--- src/rtl/rom_arbiter_if.sv ---
`default_nettype none
// ============================================================================
//  Module      : rom_arbiter_if
//  Description : Bundle of the two requester ports and the ROM read pins
//                served by rom_arbiter. The slave modport is the arbiter
//                view; the master modport is the requester/ROM side view.
//  Revision    : 1.0 - initial release
// ============================================================================
interface rom_arbiter_if #(
    parameter int ADDR_W = 10,
    parameter int DATA_W = 32
);
    logic              en;

    logic              req0;
    logic [ADDR_W-1:0] addr0;
    logic              ack0;
    logic              rvalid0;
    logic [DATA_W-1:0] rdata0;

    logic              req1;
    logic [ADDR_W-1:0] addr1;
    logic              ack1;
    logic              rvalid1;
    logic [DATA_W-1:0] rdata1;

    logic              rom_ena;
    logic [ADDR_W-1:0] rom_addra;
    logic [DATA_W-1:0] rom_douta;

    modport slave (
        input  en,
        input  req0, addr0,
        output ack0, rvalid0, rdata0,
        input  req1, addr1,
        output ack1, rvalid1, rdata1,
        output rom_ena, rom_addra,
        input  rom_douta
    );

    modport master (
        output en,
        output req0, addr0,
        input  ack0, rvalid0, rdata0,
        output req1, addr1,
        input  ack1, rvalid1, rdata1,
        input  rom_ena, rom_addra,
        output rom_douta
    );
endinterface
`default_nettype wire

--- src/rtl/rom_arbiter.sv ---
`default_nettype none
// ============================================================================
//  Module      : rom_arbiter
//  Description : Two-port round-robin arbiter in front of a single-port ROM.
//                Issues at most one read per cycle, tracks in-flight reads
//                through the fixed ROM latency and returns each word to the
//                port that issued it through a registered response.
//  Revision    : 1.0 - initial release
// ============================================================================
module rom_arbiter #(
    parameter int ADDR_W = 10,
    parameter int DATA_W = 32,
    parameter int RD_LAT = 1        // ROM latency, 1 or 2 cycles
) (
    input  wire logic    clka,
    input  wire logic    rst,
    rom_arbiter_if.slave bus
);

    // Arbitration result for the current cycle
    logic              w_gnt_vld;
    logic              w_gnt_port;
    logic [ADDR_W-1:0] w_gnt_addr;

    // Port granted most recently; reset to 1 so port 0 wins first contention
    logic              r_last_grant;
    // Address of the last issued read, shown on rom_addra between issues
    logic [ADDR_W-1:0] r_last_addr;

    // In-flight read tracker, one {valid, port} entry per ROM latency cycle
    logic [RD_LAT-1:0] r_stg_vld;
    logic [RD_LAT-1:0] r_stg_port;

    logic              w_ret_vld;
    logic              w_ret_port;

    logic              r_rvalid0;
    logic              r_rvalid1;
    logic [DATA_W-1:0] r_rdata0;
    logic [DATA_W-1:0] r_rdata1;

    // Combinational grant: lone requester wins, contention goes to the port
    // that did not win last time; reset and en=0 suppress any issue
    always_comb begin
        w_gnt_vld  = !rst && bus.en && (bus.req0 || bus.req1);
        w_gnt_port = (bus.req0 && bus.req1) ? ~r_last_grant : bus.req1;
        w_gnt_addr = w_gnt_port ? bus.addr1 : bus.addr0;
    end

    assign bus.ack0      = w_gnt_vld & ~w_gnt_port;
    assign bus.ack1      = w_gnt_vld &  w_gnt_port;
    assign bus.rom_ena   = w_gnt_vld;
    assign bus.rom_addra = w_gnt_vld ? w_gnt_addr : r_last_addr;

    // Remember the winner and its address at every issue
    always_ff @(posedge clka) begin
        if (rst) begin
            r_last_grant <= 1'b1;
            r_last_addr  <= '0;
        end else if (w_gnt_vld) begin
            r_last_grant <= w_gnt_port;
            r_last_addr  <= w_gnt_addr;
        end
    end

    // Stage 0 of the tracker captures each issue; it never stalls
    always_ff @(posedge clka) begin
        if (rst) begin
            r_stg_vld[0]  <= 1'b0;
            r_stg_port[0] <= 1'b0;
        end else begin
            r_stg_vld[0]  <= w_gnt_vld;
            r_stg_port[0] <= w_gnt_port;
        end
    end

    // Remaining stages shift unconditionally so the last stage lines up with
    // the cycle in which rom_douta carries the word
    generate
        for (genvar i = 1; i < RD_LAT; i++) begin : g_stage
            // Advance one tracker entry per cycle
            always_ff @(posedge clka) begin
                if (rst) begin
                    r_stg_vld[i]  <= 1'b0;
                    r_stg_port[i] <= 1'b0;
                end else begin
                    r_stg_vld[i]  <= r_stg_vld[i-1];
                    r_stg_port[i] <= r_stg_port[i-1];
                end
            end
        end
    endgenerate

    assign w_ret_vld  = r_stg_vld[RD_LAT-1];
    assign w_ret_port = r_stg_port[RD_LAT-1];

    // Steer returning ROM data into the issuing port's response register;
    // the other port's data is left untouched
    always_ff @(posedge clka) begin
        if (rst) begin
            r_rvalid0 <= 1'b0;
            r_rvalid1 <= 1'b0;
            r_rdata0  <= '0;
            r_rdata1  <= '0;
        end else begin
            r_rvalid0 <= w_ret_vld & ~w_ret_port;
            r_rvalid1 <= w_ret_vld &  w_ret_port;
            if (w_ret_vld && !w_ret_port) begin
                r_rdata0 <= bus.rom_douta;
            end
            if (w_ret_vld && w_ret_port) begin
                r_rdata1 <= bus.rom_douta;
            end
        end
    end

    assign bus.rvalid0 = r_rvalid0;
    assign bus.rvalid1 = r_rvalid1;
    assign bus.rdata0  = r_rdata0;
    assign bus.rdata1  = r_rdata1;

endmodule
`default_nettype wire

--- src/flat_wrapper.sv ---
// flat-port wrapper written by rule: the top's interface ports become plain ports
module rom_arbiter_flat 
#(
    parameter int ADDR_W = 10,
    parameter int DATA_W = 32,
    parameter int RD_LAT = 1                                     
)
  (clka, rst, bus_en, bus_req0, bus_addr0, bus_ack0, bus_rvalid0, bus_rdata0, bus_req1, bus_addr1, bus_ack1, bus_rvalid1, bus_rdata1, bus_rom_ena, bus_rom_addra, bus_rom_douta);
  rom_arbiter_if #(.ADDR_W(ADDR_W), .DATA_W(DATA_W)) bus_i ();
  input  wire logic clka;
  input  wire logic rst;
  input wire logic [$bits(bus_i.en)-1:0] bus_en;
  input wire logic [$bits(bus_i.req0)-1:0] bus_req0;
  input wire logic [$bits(bus_i.addr0)-1:0] bus_addr0;
  output wire logic [$bits(bus_i.ack0)-1:0] bus_ack0;
  output wire logic [$bits(bus_i.rvalid0)-1:0] bus_rvalid0;
  output wire logic [$bits(bus_i.rdata0)-1:0] bus_rdata0;
  input wire logic [$bits(bus_i.req1)-1:0] bus_req1;
  input wire logic [$bits(bus_i.addr1)-1:0] bus_addr1;
  output wire logic [$bits(bus_i.ack1)-1:0] bus_ack1;
  output wire logic [$bits(bus_i.rvalid1)-1:0] bus_rvalid1;
  output wire logic [$bits(bus_i.rdata1)-1:0] bus_rdata1;
  output wire logic [$bits(bus_i.rom_ena)-1:0] bus_rom_ena;
  output wire logic [$bits(bus_i.rom_addra)-1:0] bus_rom_addra;
  input wire logic [$bits(bus_i.rom_douta)-1:0] bus_rom_douta;
  assign bus_i.en = bus_en;
  assign bus_i.req0 = bus_req0;
  assign bus_i.addr0 = bus_addr0;
  assign bus_ack0 = bus_i.ack0;
  assign bus_rvalid0 = bus_i.rvalid0;
  assign bus_rdata0 = bus_i.rdata0;
  assign bus_i.req1 = bus_req1;
  assign bus_i.addr1 = bus_addr1;
  assign bus_ack1 = bus_i.ack1;
  assign bus_rvalid1 = bus_i.rvalid1;
  assign bus_rdata1 = bus_i.rdata1;
  assign bus_rom_ena = bus_i.rom_ena;
  assign bus_rom_addra = bus_i.rom_addra;
  assign bus_i.rom_douta = bus_rom_douta;
  rom_arbiter #(.ADDR_W(ADDR_W), .DATA_W(DATA_W), .RD_LAT(RD_LAT)) u_core (.clka(clka), .rst(rst), .bus(bus_i));
endmodule
--- config.mk ---
export PLATFORM = sky130hd
export DESIGN_NAME = rom_arbiter_flat
export DESIGN_NICKNAME = d
export VERILOG_FILES = /design/src/rtl/rom_arbiter_if.sv /design/src/rtl/rom_arbiter.sv /design/src/flat_wrapper.sv
export SDC_FILE = /design/constraint.sdc
export NUM_CORES = 1
export LEC_CHECK = 0
export BUFFER_PORTS_ARGS = -buffer_cell sky130_fd_sc_hd__buf_2
export CORE_MARGIN = 5
export CORE_UTILIZATION = 41
export DETAILED_ROUTE_END_ITERATION = 7
export PLACE_DENSITY = 0.77
export SYNTH_ARGS = -nofsm -noshare
export SYNTH_HDL_FRONTEND = slang
export SYNTH_SLANG_ARGS = --single-unit
--- constraint.sdc ---
create_clock -name clka -period 1.5 [get_ports clka]
set_input_delay 0.3 -clock clka [delete_from_list [all_inputs] [get_ports clka]]
set_output_delay 0.3 -clock clka [all_outputs]
set_load 0.005 [all_outputs]
# --- Yosys cells after proc, flatten, opt, wreduce, memory -nomap -nowiden ---
# Cells that the tools add are included.
totals:
  elab_cells: 26
  in_bits: 57
  output_inout_bits: 79
  ff_bits: 79
op_classes:
  n_bitwise: 7
  n_reduce_logical: 8
  n_mux: 3
op_table:
  columns: ["cell", "n"]
  rows:
  - ["2-to-1 mux 10 bit", 2]
  - ["logical AND 1 bit", 5]
  - ["AND 1 bit", 4]
  - ["NOT 1 bit", 3]
  - ["zero test 1 bit", 2]
  - ["logical OR 1 bit", 1]
  - ["2-to-1 mux 1 bit", 1]

# --- Depth between registers and ports, before layout ---
# Gate-level depths: netlist of run 1.
logic_depth:
  ltp_word: 4
  depth_mapped: 6
  mapped_depth_nobuf: 3

# --- Worst setup path after synthesis of run 1 ---
# Ideal clock, no wire load.
synth_path:
  kind: "input to output"
  start: "input rst"
  end: "output bus_rom_addra[0]"
  path_slack_ns: 0.045
  stages: 6
  arrival_ns: 1.155
  cell_sequence: "buf_6 > nor2b_2 > and3b_1 > buf_4 > buf_6 > a221oi_2"
synth_via:
  elab_chain_len: 4
synth_lines:
  columns: ["element", "line_no", "rtl"]
  rows:
  - ["start, declared", "flat_wrapper.sv:11", "input wire logic rst;"]
  - ["zero test 1 bit", "rom_arbiter.sv:45", "w_gnt_vld = !rst && bus.en && (bus.req0 || bus.req1);"]
  - ["logical AND 1 bit (2 in a row)", "rom_arbiter.sv:45", null]
  - ["2-to-1 mux 10 bit", "rom_arbiter.sv:53", "assign bus.rom_addra = w_gnt_vld ? w_gnt_addr : r_last_addr;"]
  - ["end, declared", "flat_wrapper.sv:24", "output wire logic [$bits(bus_i.rom_addra)-1:0] bus_rom_addra;"]
# No other way between the ends.

# --- Worst setup path after layout of run 1 ---
layout_path:
  start: "register u_core.r_last_grant"
  end: "output bus_rom_addra[1]"
layout_via:
  elab_chain_len: 4
layout_lines:
  columns: ["element", "line_no", "rtl"]
  rows:
  - ["start, declared", "rom_arbiter.sv:26", "logic r_last_grant;"]
  - ["start signal, assigned", "rom_arbiter.sv:61", "r_last_grant <= w_gnt_port;"]
  - ["NOT 1 bit", "rom_arbiter.sv:46", "w_gnt_port = (bus.req0 && bus.req1) ? ~r_last_grant : bus.req1;"]
  - ["2-to-1 mux 1 bit", "rom_arbiter.sv:46", null]
  - ["2-to-1 mux 10 bit", "rom_arbiter.sv:47", "w_gnt_addr = w_gnt_port ? bus.addr1 : bus.addr0;"]
  - ["2-to-1 mux 10 bit", "rom_arbiter.sv:53", null]
# No other way between the ends.

==> metrics.md, run 1 <==
| Metric | Value |
|---|---|
| Peak supply drop | `~0.54 mV` |
| Fin area | `between 0.004 and 0.005 sq mm` |
| CP Launch Type | `register` |
| Syn_area_per_cell | `roughly 8.3 sq um` |
| Post-CTS Hold Fix Bufs | `0` |
| R2r startpoint | `u_core.r_last_grant` |
| Met1 wire length | `roughly 3.8 mm` |
| Period utilization | `128%` |
| Die Y | `97.2 um` |
| Post-DP Area | `0.00400 sq mm` |
| Worst slew pin tran | `approximately 0.60 ns` |
| Drt pass-1 iters | `4` |
| Placed cell count | `about 610` |
| Ys Warns | `0` |
| First-pass GRT wire length | `~15 mm` |
| Clock Tree Root | `clkbuf_8` |
| Count of pins over their slew limit | `0` |
| Vias | `about 3k` |
| Grt total ovfl | `0` |
| Cell Chain, Critical Path | `nor2b_2 -> and3b_2 -> buf_6 -> a221oi_2 -> buf_2` |
| Vias in the first global route | `approximately 3.1k` |
| RePlAce Congestion | `0.806` |
| Post-synth top area share | `a little over 50%` |
| Worst Hold End | `u_core.bus.rdata0[26]` |
| Die area | `roughly 0.0094 sq mm` |
| EDFF count, synth | `0` |
| Failing checks | `setup timing` |
| Total Wirelength | `9.19 mm` |
| Num CTS Buffers | `9` |
| Port Buffers | `135` |
| Final hold vios | `0` |
| Fmax | `about 0.52 GHz` |
| Crit path largest cell delay | `around 0.35 ns` |
| Max Cap Violations | `0` |
| Antenna Diode Count | `0` |
| Initial Util | `a little over two fifths` |
| Register area share after synthesis | `50.8%` |
| CP max FO | `4` |
| Worst hold path type | `input port to register` |
| Critical-path top delay cell | `dfxtp_2` |
| Vias per cell | `about 5` |
| Yosys reg bits | `79` |
| Largest net degree at the start of global routing | `46` |
| IO Pins | `between 100 and 150` |
| Core area | `~0.0073 sq mm` |
| Met3 Wirelength | `between 800 and 900 um` |
| Synth cell count leaders | `nand2_1 (130), dfxtp_1 (79), a21oi_1 (75), inv_1 (17), clkbuf_1 (13)` |
| Delay-heaviest family, CP | `simple AND/OR/NAND/NOR gates` |
| DR WL met2 | `between 4 and 5 mm` |
| Top sig layer | `met4` |
| Yosys cell types | `28` |
| Cell taking the most area after synthesis | `dfxtp_1` |
| Status | `finished, violations left` |
| DRT antenna net count | `0` |
| Critical path class | `register to output port` |
| Initial antenna violation count | `0` |
| Netlist Area Pre-Place | `a little over 0.003 sq mm` |
| FF-to-FF End | `u_core.r_last_addr[4]` |
| Count leader, synth | `nand2_1` |
| Final #Nets | `about 590` |
| Synth-to-layout area growth | `40.1%` |
| Syn Nets | `approximately 430` |
| Final Critical Period | `approximately 1.9 ns` |
| Crit. End Element | `output port` |
| Unrepaired setup endpoints after global routing | `true` |
| Max Clock Skew | `~0.0098 ns` |
| DRT iter0 DRCs | `approximately 110` |
| Clock Latency Late Sink | `~0.34 ns` |
| CP arrival | `roughly 1.6 ns` |
| Hold Crit Start | `bus_rom_douta[26]` |
| Hold path depth | `3` |
| TritonCTS clock tree | `done` |
| CTS max path bufs | `2` |
| Leak | `between 0.0015 and 0.002 uW` |
| Post-Synthesis Cells | `approximately 380` |
| Worst R2R Setup Slack | `around 0.040 ns` |
| CP required | `between 1 and 1.5 ns` |
| Num rows | `31` |
| Synth Flop Type | `dfxtp_1` |
| Power consumption | `between 4000 and 5000 uW` |
| Die X | `~100 um` |
| Reg2reg path depth | `5` |
| Htree depth | `3` |
| Routed len/inst | `between 10 and 15 um` |
| Layout Utilization | `about three fifths` |
| Synth area leaders | `dfxtp_1 (51%), nand2_1 (16%), a21oi_1 (12%), a2111oi_2 (3.9%), a221oi_2 (3.9%)` |
| Reg clk slew, reported paths | `about 0.090 ns` |
| Worst Setup Slack, final | `-0.413 ns` |
| Endpoints failing setup | `12` |
| Clock sinks | `79` |
| DRC viols | `0` |
| GRT Total Usage | `a little under a fifth` |
| Bufs and invs on worst path | `2` |
| Worst slew margin | `59.8%` |
| Fraction of registers with async set/reset | `0%` |
| Ratio of cells with drive above 1 in the final layout | `39.7%` |
| Non-Filler Instances | `about 630` |
| Power per Cell Area | `989 mW/mm^2` |
| Dpl hpwl | `6.35 mm` |
==> logic make-up (layout without fill, tap and decap cells) <==
logic type | after synthesis | count (layout) | share of synthesized area, %
buffers and inverters | 46 | 203 | 6.91
flip-flops | 79 | 79 | 50.8
AO/OA/AOI/OAI | 95 | 95 | 20.9
multiplexers | 1 | 1 | 0.321
AND/OR/NAND/NOR | 156 | 156 | 21.1
==> per-layer routing <==
layer	track usage, %	vias up
met3	7.68	11
met2	31.1	108
li1	-	1552
met1	21.1	1419
met5	0	-
met4	6.48	0
==> metrics by stage <==
stage               TNS, ns  hold slack [ns]  setup WS, ns
finish                -4.03            0.196        -0.413
global route          -5.07            0.166        -0.474
detailed placement    -1.08            0.444        -0.150
CTS                   -4.13            0.174        -0.418
global placement     -0.761            0.438        -0.113
floorplan                 0            0.436        0.0450
==> worst max path at each step <==
stage / from / endpoint / depth (start not counted)
3_3_place_gp: bus_req1 / bus_rom_addra[9] / 5
2_1_floorplan: rst / bus_rom_addra[0] / 6
6_report: u_core.r_last_grant / bus_rom_addra[1] / 5
3_5_place_dp: bus_req1 / bus_rom_addra[1] / 6
5_1_grt: u_core.r_last_grant / bus_rom_addra[4] / 5
4_1_cts: u_core.r_last_grant / bus_rom_addra[1] / 5
==> worst register-to-register path, cell delays in order, from the launching register on <==
cell and delay, ns:
dfxtp_2 0.35, nor2b_2 0.12, and3b_2 0.25, buf_12 0.16, buf_4 0.16, a2111oi_4 0.33
==> state kept, by name (all words and copies together) (netlist names) <==
register	cells
u_core.bus.rdata1	32
u_core.r_stg_vld	1
u_core.r_last_addr	10
u_core.bus.rdata0	32
u_core.bus.rvalid0	1
u_core.r_last_grant	1
u_core.r_stg_port	1
u_core.bus.rvalid1	1
==> cells in the final DEF, fill, tap and decap left out, drive strengths merged, types with 3 or more instances in the layout <==
cell	Yosys	final
a221oi	8	8
buf	16	170
a21oi	75	75
nor3	9	9
clkbuf	13	9
nand2	130	130
inv	17	21
a2111oi	8	8
and2	4	4
nor2b	4	4
nor2	3	3
dfxtp	79	79
==> area by class of cell <==
class                           instances  area, sq um
Clock buffer                            9          124
Multi-Input combinational cell        252         1420
Inverter                               17         63.8
Tap cell                               99          124
Timing Repair Buffer                  170          982
Sequential cell                        79         1580
Clock inverter                          7         63.8
Fill cell                             680         2970
==> what timing repair did <==
action / CTS / global route
buffers inserted: 5 / 0
pin swaps: 2 / 1
resized for setup: 8 / 10
gates cloned: 0 / 0
setup endpoints to repair: 12 / 21
==> where the power goes <==
group,switching (uW),leakage (uW),internal (uW)
Clock,858,0.0000903,638
Combinational,327,0.00123,284
Sequential,36.8,0.000642,2170
(Power assumes the default switching activity.)
==> inputs of run 2 (changes only) <==
--- a/config.mk
+++ b/config.mk
@@ -9,7 +9,7 @@
 export CORE_MARGIN = 5
 export CORE_UTILIZATION = 41
 export DETAILED_ROUTE_END_ITERATION = 7
-export PLACE_DENSITY = 0.77
+export PLACE_DENSITY = 0.68
 export SYNTH_ARGS = -nofsm -noshare
 export SYNTH_HDL_FRONTEND = slang
 export SYNTH_SLANG_ARGS = --single-unit
==> metrics.md, run 2 (same netlist as run 1, synthesis figures left out) <==
| Metric | Value |
|---|---|
| Vias | `3055 (-1.1%)` |
| Num CTS Buffers | `9 (unchanged)` |
| Vias per cell | `4.84 (-0.82%)` |
| Worst slew margin | `61.0% (+1.2 points)` |
| DP Worst Slack | `-0.148 ns (+0.00185 ns)` |
| Worst hold path type | `input port to register` |
| Port Buffers | `135 (unchanged)` |
| Critical path class | `register to output port` |
| Final #Nets | `584 (-0.34%)` |
| CP arrival | `1.57 ns (-0.04 ns)` |
| Fmax | `0.535 GHz (+2.3%)` |
| Failing checks | `setup timing` |
| Endpoints failing setup | `13 (+1)` |
| Comb pwr share | `13.0% (-1.2 points)` |
| Final hold vios | `0 (unchanged)` |
| Die area | `0.00944 sq mm (unchanged)` |
| Placed cell count | `609 (-0.49%)` |
| TritonCTS clock tree | `done` |
| Flop pwr share | `48.7% (-2.5 points)` |
| DRT antenna net count | `0 (unchanged)` |
| Crit. End Element | `output port` |
| CP required | `1.20 ns (about the same)` |
| IO Pins | `136 (unchanged)` |
| Delay-heaviest family, CP | `simple AND/OR/NAND/NOR gates` |
| Post-CTS Hold Fix Bufs | `0 (unchanged)` |
| RePlAce Congestion | `0.824 (+2.2%)` |
| Synth-to-layout area growth | `39.4%` |
| Critical-path top delay cell | `dfxtp_2` |
| Peak supply drop | `0.855 mV (+57%)` |
| Vias in the first global route | `3049 (-3.0%)` |
| Initial antenna violation count | `0 (unchanged)` |
| DRC viols | `0 (unchanged)` |
| Bufs and invs on worst path | `2 (unchanged)` |
| Worst Setup Slack, final | `-0.369 ns (+0.0437 ns)` |
| Clock power share | `38.3% (+3.6 points)` |
| Routed len/inst | `14.0 um (-3.5%)` |
| Filler cells | `682 (+0.29%)` |
| First-pass GRT wire length | `14.3 mm (-1.7%)` |
| Leak | `0.00198 uW (+0.91%)` |
| Count of pins over their slew limit | `0 (unchanged)` |
| Clock sinks | `79 (unchanged)` |
| DRT iter0 DRCs | `84 (-21%)` |
| Antenna Diode Count | `0 (unchanged)` |
| Max Cap Violations | `0 (unchanged)` |
| Most frequent cells in the layout | `buf_2 (133), nand2_1 (130), dfxtp_1 (78), a21oi_1 (75), buf_4 (28)` |
| Commonest non-fill, non-tap cell in the layout | `buf_2` |
| Status | `finished, violations left` |
| Total Wirelength | `8.84 mm (-3.8%)` |
| Unrepaired setup endpoints after global routing | `true` |
| Clock Latency Late Sink | `0.34 ns (about the same)` |
| Clock Tree Root | `clkbuf_8` |
| Reg clk slew, reported paths | `0.08 ns (about the same)` |
| Power per Cell Area | `1040 mW/mm^2 (+5.4%)` |
| CP max FO | `9 (+5)` |
| CP Launch Type | `register` |
| Htree depth | `3 (unchanged)` |
| Die X | `97.2 um (unchanged)` |
| Layout Utilization | `59.2% (-0.29 points)` |
| Worst slew pin tran | `0.585 ns (-0.0187 ns)` |
| CTS max path bufs | `2 (unchanged)` |
| GRT Total Usage | `18.2% (-0.25 points)` |
| Sw frac | `24.2% (-4.1 points)` |
| Crit path largest cell delay | `0.34 ns (about the same)` |
| Die Y | `97.2 um (unchanged)` |
| Num rows | `31 (unchanged)` |
| Drt pass-1 iters | `4 (unchanged)` |
| Cell Chain, Critical Path | `nor2b_2 -> and3b_2 -> buf_12 -> a221oi_2 -> buf_2` |
| Core area | `0.00733 sq mm (unchanged)` |
| Max Clock Skew | `0.00837 ns (-0.00147 ns)` |
| Final Critical Period | `1.87 ns (-0.0437 ns)` |
| Period utilization | `125% (-2.9 points)` |
| Dpl hpwl | `6.36 mm (+0.24%)` |
| Register area | `0.00158 sq mm (unchanged)` |
| Initial Util | `42.5% (unchanged)` |
| Ratio of cells with drive above 1 in the final layout | `39.5% (-0.23 points)` |
| Largest net degree at the start of global routing | `53 (+15%)` |
| Sw Pwr | `1090 uW (-10%)` |
| Footprint of the multi-input gates | `0.00135 sq mm (-4.8%)` |
| Grt total ovfl | `0 (unchanged)` |
| Int Pwr | `3430 uW (+11%)` |
| Non-Filler Instances | `631 (-0.32%)` |
==> run 2: changes by cell type in the layout (fill, tap and decap cells not counted), sizes merged <==
cell / before / now
buf: 170 / 167
bufinv: 0 / 2
clkbuf: 9 / 12
clkinv: 1 / 2
clkinvlp: 2 / 1
inv: 21 / 17
==> run 2: repair_timing <==
item	in CTS	in global routing
gates cloned	0	1
endpoints found under the setup margin	13	18
pin swaps	3	4
hold endpoints to repair	0	0
buffers inserted	4	1
gates resized for setup	7	3
==> run 2: layout make-up <==
cell class	instances	area share, %
multi-input cells	252	31.2
clock inverters	5	1.87
clock buffers	11	3.26
flip-flops and latches	79	36.5
repair buffers	168	22.9
inverters	17	1.47
well taps	99	2.85
==> run 2: metrics by stage <==
| step | power, uW | hold WS (ns) | cell area [sq um] | setup TNS (ns) |
|---|---|---|---|---|
| 6_report | 4520 | 0.200 | 4340 | -3.68 |
| 5_1_grt | 4730 | 0.183 | 4340 | -4.84 |
| 4_1_cts | 4540 | 0.186 | 4280 | -3.93 |
| 3_5_place_dp | 2800 | 0.444 | 4010 | -1.29 |
| 3_3_place_gp | 2780 | 0.439 | 4010 | -0.834 |
| 2_1_floorplan | 2530 | 0.436 | 3110 | 0 |
==> run 2: path summary, 6_finish.rpt <==
kind                                      startpoint                     to  slack [ns]  depth (start not counted)
worst min register to register  u_core.bus.rdata1[9]   u_core.bus.rdata1[9]        0.45                          2
worst max register to register   u_core.r_last_grant  u_core.r_last_addr[9]       -0.09                          9
worst max-delay path             u_core.r_last_grant       bus_rom_addra[2]       -0.37                          5
worst min-delay path                bus_rom_douta[3]   u_core.bus.rdata1[3]        0.20                          3
==> run 2: power by group through the flow <==
stage / logic (uW) / clock network, uW / registers [uW]
2_1_floorplan: 278 / 0 / 2250
3_3_place_gp: 534 / 0 / 2250
3_5_place_dp: 548 / 0 / 2250
4_1_cts: 570 / 1770 / 2200
5_1_grt: 646 / 1870 / 2210
6_report: 586 / 1730 / 2200
==> run 2: worst reg2reg max path: cells and delay by family (launching register included) <==
kind                   cells  cell delay [ns]
buffers and inverters      6             0.78
DFF                        1             0.34
AOI/OAI and AO/OA          2             0.34
muxes                      1             0.07
==> run 2: metal layers <==
layer | vias to the layer above | part of all wire (%) | track usage [%]
met5 | - | 0 | 0
met4 | 0 | 2.0 | 5.94
met3 | 15 | 7.8 | 6.60
met2 | 105 | 48 | 30.9
met1 | 1385 | 42 | 21.4
li1 | 1550 | - | -
